`config.mk`:
```
export PLATFORM = sky130hd
export DESIGN_NAME = uart_rx_deserializer
export DESIGN_NICKNAME = d
export VERILOG_FILES = /design/src/rtl/uart_rx_deserializer.sv
export SDC_FILE = /design/constraint.sdc
export NUM_CORES = 1
export LEC_CHECK = 0
export ABC_CLOCK_PERIOD_IN_PS = 1700
export BUFFER_PORTS_ARGS = -buffer_cell sky130_fd_sc_hd__buf_2
export CORE_MARGIN = 2
export CORE_UTILIZATION = 51
export DETAILED_ROUTE_END_ITERATION = 12
export PLACE_DENSITY = 0.81
export SLEW_MARGIN = 40
export SYNTH_ARGS = -nofsm -noshare
export SYNTH_HDL_FRONTEND = slang
export SYNTH_SLANG_ARGS = --single-unit
```
`constraint.sdc`:
```
create_clock -name CLOCK -period 1.7 [get_ports CLOCK]
set_input_delay 0.085 -clock CLOCK [delete_from_list [all_inputs] [get_ports CLOCK]]
set_output_delay 0.085 -clock CLOCK [all_outputs]
set_load 0.01 [all_outputs]
```
`src/rtl/uart_rx_deserializer.sv`:
```
// rtl/uart_rx_deserializer.sv - 8N1 UART receive framer with valid/ack holding register
module uart_rx_deserializer #(
    parameter int CLKS_PER_BIT = 434
) (
    input  logic       CLOCK,
    input  logic       reset,
    input  logic       Rx_in,
    input  logic       f_edge,
    input  logic       rx_ack,
    output logic [7:0] rx_data,
    output logic       rx_valid,
    output logic       rx_busy,
    output logic       frame_err,
    output logic       overrun
);

    localparam int CW   = (CLKS_PER_BIT > 1) ? $clog2(CLKS_PER_BIT) : 1;
    localparam int HALF = CLKS_PER_BIT / 2;
    localparam logic [CW-1:0] CNT_MID  = CW'(HALF - 1);
    localparam logic [CW-1:0] CNT_LAST = CW'(CLKS_PER_BIT - 1);

    typedef enum logic [1:0] {
        S_IDLE,
        S_START,
        S_DATA,
        S_STOP
    } state_t;

    state_t          state;
    logic [CW-1:0]   cnt;
    logic [2:0]      bit_idx;
    logic [7:0]      shreg;

    always_ff @(posedge CLOCK or negedge reset) begin
        if (!reset) begin
            state     <= S_IDLE;
            cnt       <= '0;
            bit_idx   <= '0;
            shreg     <= '0;
            rx_data   <= 8'h00;
            rx_valid  <= 1'b0;
            rx_busy   <= 1'b0;
            frame_err <= 1'b0;
            overrun   <= 1'b0;
        end else begin
            frame_err <= 1'b0;
            overrun   <= 1'b0;
            // A good-stop load later in this block overrides the ack clear.
            if (rx_ack) begin
                rx_valid <= 1'b0;
            end

            case (state)
                S_IDLE: begin
                    cnt <= '0;
                    if (f_edge) begin
                        state   <= S_START;
                        rx_busy <= 1'b1;
                    end
                end

                S_START: begin
                    if (cnt == CNT_MID) begin
                        cnt <= '0;
                        if (!Rx_in) begin
                            state   <= S_DATA;
                            bit_idx <= '0;
                        end else begin
                            state   <= S_IDLE;
                            rx_busy <= 1'b0;
                        end
                    end else begin
                        cnt <= cnt + 1'b1;
                    end
                end

                S_DATA: begin
                    if (cnt == CNT_LAST) begin
                        cnt   <= '0;
                        shreg <= {Rx_in, shreg[7:1]};
                        if (bit_idx == 3'd7) begin
                            state <= S_STOP;
                        end else begin
                            bit_idx <= bit_idx + 3'd1;
                        end
                    end else begin
                        cnt <= cnt + 1'b1;
                    end
                end

                S_STOP: begin
                    // Sampling mid stop bit re-arms IDLE half a bit early for back-to-back frames.
                    if (cnt == CNT_LAST) begin
                        cnt     <= '0;
                        state   <= S_IDLE;
                        rx_busy <= 1'b0;
                        if (Rx_in) begin
                            rx_data  <= shreg;
                            rx_valid <= 1'b1;
                            overrun  <= rx_valid & ~rx_ack;
                        end else begin
                            frame_err <= 1'b1;
                        end
                    end else begin
                        cnt <= cnt + 1'b1;
                    end
                end

                default: begin
                    state   <= S_IDLE;
                    rx_busy <= 1'b0;
                end
            endcase
        end
    end

endmodule

```
==> results of run 1 <==
## cell type report
| type | instances | area, µm² | area share (%) |
|---|---|---|---|
| Multi-Input combinational cell | 86 | 694 | 37.7 |
| Clock buffer | 6 | 51.3 | 2.78 |
| Tap cell | 33 | 41.3 | 2.24 |
| Inverter | 4 | 15.0 | 0.815 |
| Clock inverter | 2 | 12.5 | 0.679 |
| Timing Repair Buffer | 25 | 178 | 9.64 |
| Sequential cell | 34 | 851 | 46.2 |
## power groups by stage
stage	Combinational (mW)	Clock, mW	Sequential (mW)
6_report	0.490	0.462	1.06
5_1_grt	0.547	0.523	1.09
4_1_cts	0.484	0.482	1.06
3_5_place_dp	0.477	0	1.08
3_3_place_gp	0.454	0	1.07
2_1_floorplan	0.356	0	1.04
## synthesized netlist by cell type, types with 2 or more instances
library cell               instances  area share [%]
sky130_fd_sc_hd__a31oi_1           3             1.2
sky130_fd_sc_hd__and2_1            3             1.2
sky130_fd_sc_hd__buf_6             2             1.4
sky130_fd_sc_hd__dfrtp_1          34              54
sky130_fd_sc_hd__ha_1              5             4.0
sky130_fd_sc_hd__inv_1             4            0.95
sky130_fd_sc_hd__mux2_2           17              12
sky130_fd_sc_hd__mux2i_1           2             1.3
sky130_fd_sc_hd__nand2_1           4            0.95
sky130_fd_sc_hd__nand2b_1          2            0.79
sky130_fd_sc_hd__nand3_1           5             1.6
sky130_fd_sc_hd__nand4_1           3             1.2
sky130_fd_sc_hd__nor2_1           10             2.4
sky130_fd_sc_hd__nor2b_1           3             1.2
sky130_fd_sc_hd__nor3b_1           2            0.95
sky130_fd_sc_hd__o21ai_0           3            0.95
sky130_fd_sc_hd__xor2_1            6             3.3
## path summary, 6_finish.rpt
kind | slack [ps] | depth (start not counted) | endpoint | startpoint
max | 100 | 6 | shreg[3] | cnt[1]
max reg2reg | 100 | 6 | shreg[3] | cnt[1]
min reg2reg | 500 | 1 | bit_idx[0] | bit_idx[0]
min | 50 | 2 | shreg[7] | Rx_in
min in group asynchronous | 340 | 2 | bit_idx[0] | reset
max in group asynchronous | 910 | 2 | rx_valid | reset
## per-layer routing
layer / GRT usage [%] / vias to the layer above
met5: 0 / -
met3: 6.06 / 7
met2: 26.6 / 17
met4: 8.25 / 0
met1: 19.4 / 517
li1: - / 509
## state kept, by name, summed over array words and instances (netlist names), named ones only
register   flops
bit_idx        3
frame_err      1
shreg          8
overrun        1
cnt            9
rx_valid       1
rx_busy        1
rx_data        8
state          1
## kinds of logic after synthesis
logic type                 count (synthesis)  share of synthesized area, %
muxes                                     19                          13.4
buffers and inverters                      8                          2.92
AOI/OAI and AO/OA                         12                          4.90
and+or+nand+nor                           43                          17.2
xor gates and xnor gates                   7                          3.87
adders and majority gates                  5                          3.95
DFF                                       34                          53.8
## worst register-to-register path: stages, from the launching register on
cell,delay [ps]
sky130_fd_sc_hd__dfrtp_1,390
sky130_fd_sc_hd__inv_1,70
sky130_fd_sc_hd__ha_1,150
sky130_fd_sc_hd__and4b_1,290
sky130_fd_sc_hd__nand3_2,150
sky130_fd_sc_hd__buf_12,170
sky130_fd_sc_hd__mux2_2,270
## per-stage QoR
stage / hold WS (ps) / instance area [µm²]
floorplan: -211 / 1580
global placement: 171 / 1750
detailed placement: 188 / 1750
CTS: 27.8 / 1830
global route: 49.4 / 1840
finish: 46.0 / 1840
## timing repair
item | 4_1_cts | 5_1_grt
endpoints found under the setup margin | 0 | 10
endpoints found under the hold margin | 35 | 0
hold buffers | 2 | 0
resized for setup | 0 | 2
==> metrics.log, run 1 <==
INFO  metric power.static_leakage = 0.910 nW
INFO  metric highest_layer = met4
INFO  metric crit_family = simple AND/OR/NAND/NOR gates
INFO  metric insertedDiodeCount = 0
INFO  metric dieWidth = roughly 60 µm
INFO  metric worst-path-max-fanout = 8
INFO  metric timing.clock.skew = a little under 9 ps
INFO  metric clock_tree.buffer_depth = 2
INFO  metric cts-htree-levels = 2
INFO  metric power.switching_fraction = between 30% and 40%
INFO  metric die_y = 59.7 µm
INFO  metric met3WireLength = just under 100 µm
INFO  metric timing.final.ws_setup = approximately 96 ps
INFO  metric startpoint_type_of_the_worst_setup_path = register
INFO  metric top_level_ports = 17
INFO  metric critical_path.max_stage_delay = 390 ps
INFO  metric pwr-share-seq = a little over half
INFO  metric power.internal = around 1.4 mW
INFO  metric cts.reportedPaths.clkPinSlew = ~100 ps
INFO  metric syn-instance-count = roughly 130
INFO  metric setup.worst_path.class = register to register
INFO  metric finalHoldViolations = 0
INFO  metric route.vias.total = 1,050
INFO  metric syn_avg_cell_area = ~12 µm²
INFO  metric post-cts-setup-buffers = 0
INFO  metric grt_first_pass_wirelength = between 4000 and 5000 µm
INFO  metric clock_sinks = 34
INFO  metric worstMarginPinSlew = 721 ps
INFO  metric relSlewSlack = about half
INFO  metric dominantRegCellSynth = sky130_fd_sc_hd__dfrtp_1
INFO  metric vdd.ir_drop.worst = 0.000637 V
INFO  metric post_layout_min_period = about 1600 ps
INFO  metric synthDistinctLibCells = 37
INFO  metric final_wtd_congestion = between 0.8 and 0.9
INFO  metric final_cell_mix = sky130_fd_sc_hd__dfrtp_1, sky130_fd_sc_hd__mux2_2, sky130_fd_sc_hd__buf_2
INFO  metric hpwl = 1920 µm
INFO  metric critPathArrivalTime = 1830 ps
INFO  metric worstSkewPairLatency = around 330 ps
INFO  metric yosysWarnings = 0
INFO  metric tritoncts = done
INFO  metric clk_root_buffer_cell = sky130_fd_sc_hd__clkbuf_4
INFO  metric placedCellCount = 180
INFO  metric post_drt_via_cell_ratio = between 5 and 6
INFO  metric syn_area = approximately 1600 µm²
INFO  metric post-route-util = a little over 60%
INFO  metric floorplan.die_area = roughly 3600 µm²
INFO  metric critical_path.cell_chain = inv_1, ha_1, and4b_1, nand3_2, buf_12, mux2_2
INFO  metric finalNetCount = ~170
INFO  metric grt_setup_unrepaired = no
INFO  metric met2WireLength = approximately 1300 µm
INFO  metric drt_first_pass_iters = 4
INFO  metric syn-num-nets = 138
INFO  metric post_layout_nonfiller_instances = 190
INFO  metric crit_required = 1930 ps
INFO  metric post_route_cells_drive_above_1_share = approximately 34%
INFO  metric post-route-period-util = between 90% and 100%
INFO  metric layout_commonest_cell = sky130_fd_sc_hd__dfrtp_1
INFO  metric areaGrowthSynthToFinish = 16.4%
INFO  metric power_frac_clock = between 20 and 25%
INFO  metric combined_global_route_utilization_of_all_metal_layers = between 10% and 20%
INFO  metric postRouteWirelength = 2610 µm
INFO  metric setup_viol = 0
INFO  metric drt_drc_violations_left = 0
INFO  metric drt.antenna.violating_nets = 0
INFO  metric port_buffers = 16
INFO  metric cts_made_buffers = 5
INFO  metric grt_pass1_vias = between 1,000 and 1,500
INFO  metric fill_cells = 254
INFO  metric start_util = between 50% and 60%
INFO  metric grt_ovf = 0
INFO  metric antenna_found_initial = 0
INFO  metric finalPower = around 2.0 mW
INFO  metric grt_start_max_net_pins = 35
INFO  metric worst_slack_at_placement = 70.1 ps
INFO  metric net-switching-power = approximately 650 µW
INFO  metric pwr-share-comb = between 20% and 30%
INFO  metric core_area = ~3000 µm²
INFO  metric synth-seq-area-share = 53.8%
INFO  metric crit_path_end_kind = register
INFO  metric postSynth.asyncResetShare = 100%
INFO  metric synth_seq_cells = 34
INFO  metric synth-edff-count = 0
INFO  metric cap_violations = 0
INFO  metric wl_per_cell = around 14 µm
INFO  metric placement_rows = 20
INFO  metric cp_num_buf_inv = 2
INFO  metric fmaxAchievable = about 0.62 GHz
INFO  metric power_density = about 1100 nW/µm²
INFO  metric slew_violations = 0
INFO  metric critPathSlowestCell = sky130_fd_sc_hd__dfrtp_1
INFO  metric routedLengthMet1 = 1160 µm
INFO  metric run_status = finished clean
INFO  metric fin_tns_setup = 0 ps
INFO  metric initialDrtViolationCount = 37
INFO  metric hold_path.class = primary input to register
No activity file was read; power rests on OpenSTA's default activity.
==> inputs of run 2 (changes only) <==
--- a/config.mk
+++ b/config.mk
@@ -5,12 +5,13 @@
 export SDC_FILE = /design/constraint.sdc
 export NUM_CORES = 1
 export LEC_CHECK = 0
+export ABC_AREA = 1
 export ABC_CLOCK_PERIOD_IN_PS = 1700
 export BUFFER_PORTS_ARGS = -buffer_cell sky130_fd_sc_hd__buf_2
 export CORE_MARGIN = 2
-export CORE_UTILIZATION = 51
+export CORE_UTILIZATION = 46
 export DETAILED_ROUTE_END_ITERATION = 12
-export PLACE_DENSITY = 0.81
+export PLACE_DENSITY = 0.74
 export SLEW_MARGIN = 40
 export SYNTH_ARGS = -nofsm -noshare
 export SYNTH_HDL_FRONTEND = slang
==> run 2 against run 1 <==
Against the previous run:
- final cell count up 37%
- wire length up 11%
- fmax up 4.6%
- largest cell class unchanged
- highest routed layer unchanged
==> metrics.log, run 2 <==
INFO  metric run_status = finished clean
INFO  metric hold_path.class = primary input to asynchronous set/reset pin
INFO  metric final_wtd_congestion = 0.867 (+2.0%)
INFO  metric timing.final.ws_setup = 166 ps (+69.9 ps)
INFO  metric final_cell_mix = sky130_fd_sc_hd__nand2_1, sky130_fd_sc_hd__dfrtp_1, sky130_fd_sc_hd__inv_1
INFO  metric synth_common_cells = sky130_fd_sc_hd__nand2_1, sky130_fd_sc_hd__dfrtp_1, sky130_fd_sc_hd__inv_1
INFO  metric finalPower = 1.62 mW (-20%)
INFO  metric largest_register_ff_count = 9 (unchanged)
INFO  metric worst-path-max-fanout = 18 (+10)
INFO  metric antenna_found_initial = 0 (unchanged)
INFO  metric post-route-util = 57.2% (-4.2 points)
INFO  metric post_route_cells_drive_above_1_share = 21.9% (-13 points)
INFO  metric post-synth-top-count-cell = sky130_fd_sc_hd__nand2_1
INFO  metric area_fraction_of_the_dominant_cell_type_after_synthesis = 51.6% (-2.2 points)
INFO  metric finalNetCount = 224 (+35%)
INFO  metric yosysWarnings = 0 (unchanged)
INFO  metric initialDrtViolationCount = 49 (+32%)
INFO  metric start_util = 48.7% (-4.1 points)
INFO  metric post_dp_cell_area = 1760 µm² (+0.79%)
INFO  metric combined_global_route_utilization_of_all_metal_layers = 15.8% (-0.73 points)
INFO  metric syn-instance-count = 188 (+47%)
INFO  metric grt_ovf = 0 (unchanged)
INFO  metric final_design_instance_area_without_fill = 1940 µm² (+5.2%)
INFO  metric grt_setup_unrepaired = no
INFO  metric grt_start_max_net_pins = 35 (unchanged)
INFO  metric syn-num-nets = 198 (+43%)
INFO  metric relSlewSlack = 72.3% (+20 points)
INFO  metric placement_rows = 21 (+5.0%)
INFO  metric port_buffers = 16 (unchanged)
INFO  metric clock_tree.buffer_depth = 2 (unchanged)
INFO  metric synth-seq-area-share = 51.6% (-2.2 points)
INFO  metric cts.reportedPaths.clkPinSlew = 120 ps (+20 ps)
INFO  metric post-route-period-util = 90.3% (-4.1 points)
INFO  metric worstMarginPinSlew = 416 ps (-305 ps)
INFO  metric cts-htree-levels = 2 (unchanged)
INFO  metric postSynth.asyncResetShare = 100% (unchanged)
INFO  metric areaGrowthSynthToFinish = 17.5%
INFO  metric critPathArrivalTime = 1760 ps (-70 ps)
INFO  metric syn_area = 1650 µm² (+4.2%)
INFO  metric top_level_ports = 17 (unchanged)
INFO  metric vdd.ir_drop.worst = 0.000484 V (-24%)
INFO  metric power.static_leakage = 1.02 nW (+12%)
INFO  metric layout_commonest_cell = sky130_fd_sc_hd__nand2_1
INFO  metric clk_root_buffer_cell = sky130_fd_sc_hd__clkbuf_4
INFO  metric synth_top_area_cell = sky130_fd_sc_hd__dfrtp_1
INFO  metric post_drt_via_cell_ratio = 4.67 (-16%)
INFO  metric tritoncts = done
INFO  metric crit_path_end_kind = register
INFO  metric setup_viol = 0 (unchanged)
INFO  metric clock_sinks = 34 (unchanged)
INFO  metric hpwl = 1990 µm (+3.7%)
INFO  metric die_y = 63.9 µm (+7.0%)
INFO  metric cap_violations = 0 (unchanged)
INFO  metric cts_made_buffers = 5 (unchanged)
INFO  metric grt_pass1_vias = 1,168 (+14%)
INFO  metric slew_violations = 0 (unchanged)
INFO  metric post_layout_min_period = 1530 ps (-69.9 ps)
INFO  metric synth_top_cells_by_area = sky130_fd_sc_hd__dfrtp_1, sky130_fd_sc_hd__nand2_1, sky130_fd_sc_hd__inv_1, sky130_fd_sc_hd__nor2_1, sky130_fd_sc_hd__o21ai_2
INFO  metric drt.antenna.violating_nets = 0 (unchanged)
INFO  metric startpoint_type_of_the_worst_setup_path = register
INFO  metric fill_cells = 310 (+22%)
INFO  metric fin_tns_setup = 0 ps (unchanged)
INFO  metric postRouteWirelength = 2890 µm (+11%)
INFO  metric drt_drc_violations_left = 0 (unchanged)
INFO  metric core_area = 3390 µm² (+13%)
INFO  metric setup.worst_path.class = register to register
INFO  metric multi_input_area = 658 µm² (-5.2%)
INFO  metric crit_required = 1920 ps (about the same)
INFO  metric wl_per_cell = 11.1 µm (-19%)
INFO  metric ff_latch_area = 851 µm² (unchanged)
INFO  metric dominantRegCellSynth = sky130_fd_sc_hd__dfrtp_1
INFO  metric floorplan.die_area = 4080 µm² (+14%)
INFO  metric largest_register = cnt
INFO  metric post_cts_resize_count = 0 (unchanged)
INFO  metric dieWidth = 63.9 µm (+7.0%)
INFO  metric worstSkewPairLatency = 350 ps (+20 ps)
INFO  metric syn_avg_cell_area = 8.77 µm² (-29%)
INFO  metric fmaxAchievable = 0.652 GHz (+4.6%)
INFO  metric insertedDiodeCount = 0 (unchanged)
INFO  metric power_density = 834 nW/µm² (-24%)
INFO  metric finalHoldViolations = 0 (unchanged)
INFO  metric worst_slack_at_placement = 164 ps (+93.9 ps)
INFO  metric drt_first_pass_iters = 4 (unchanged)
INFO  metric grt_first_pass_wirelength = 5010 µm (+17%)
INFO  metric timing.clock.skew = 18.7 ps (+9.82 ps)
INFO  metric synth_seq_cells = 34 (unchanged)
INFO  metric synthDistinctLibCells = 22 (-41%)
INFO  metric synth-edff-count = 0 (unchanged)
INFO  metric top_regs = cnt (9), rx_data (8), shreg (8)
INFO  metric route.vias.total = 1,218 (+16%)
==> run 2: critical path, cell delays in order (launching register included) <==
cell and delay (ps):
sky130_fd_sc_hd__dfrtp_1 410, sky130_fd_sc_hd__inv_1 80, sky130_fd_sc_hd__ha_1 160, sky130_fd_sc_hd__nand2_1 70, sky130_fd_sc_hd__nor2_2 140, sky130_fd_sc_hd__nand2_4 90
sky130_fd_sc_hd__clkinv_2 60, sky130_fd_sc_hd__nand3_4 200, sky130_fd_sc_hd__nand2_1 150, sky130_fd_sc_hd__o21ai_2 60
==> run 2: where the power goes <==
part | internal, mW | leakage, nW | switching, mW
sequential | 0.808 | 0.445 | 0
clock | 0.498 | 0.0585 | 0.279
combinational | 0.0105 | 0.519 | 0.0197
==> run 2: final cells by class <==
type,instances,area share [%]
Tap cell,46,2.97
Clock buffer,6,2.65
Timing Repair Buffer,21,7.36
Inverter,31,6.07
Clock inverter,2,3.10
Sequential cell,34,43.9
Multi-Input combinational cell,121,34.0
==> run 2: through the flow <==
stage                     hold WS, ps  cells
after CTS                         345    260
final                             207    261
after global placement            195    248
after floorplan                  -211    188
after detailed placement          198    248
after global routing              243    261
==> run 2: cell families (layout without fill, tap and decap cells) <==
kind of cell	Yosys count	after routing	synth area share, %
AND/OR/NAND/NOR	91	91	25.3
adder cells (fa/ha/maj)	5	5	3.79
XOR/XNOR	5	5	2.66
AO/OA/AOI/OAI	20	20	8.19
buffers and inverters	33	60	8.50
flip-flops	34	34	51.6
==> run 2: what timing repair did <==
| action | CTS | global route |
|---|---|---|
| setup endpoints to repair | 0 | 1 |
| setup buffers | 0 | 1 |
| hold buffers | 4 | 0 |
| hold endpoints to repair | 37 | 0 |
==> run 2: final timing paths <==
kind	start	to	slack (ps)	cells past startpoint
setup / recovery	cnt[1]	rx_data[6]	170	9
hold / removal	reset	state[0]	210	2
setup reg to reg	cnt[1]	rx_data[6]	170	9
hold reg to reg	rx_busy	rx_busy	480	2
max in group asynchronous	reset	rx_data[7]	1180	2
min in group CLOCK	rx_busy	rx_busy	480	2
==> run 2: routing by layer <==
metal | vias to the layer above | global-route usage [%] | share of wire (%)
li1 | 628 | - | -
met1 | 564 | 19.5 | 47
met2 | 21 | 25.8 | 47
met3 | 5 | 5.11 | 4.5
met4 | 0 | 5.98 | 0.94
met5 | - | 0 | 0
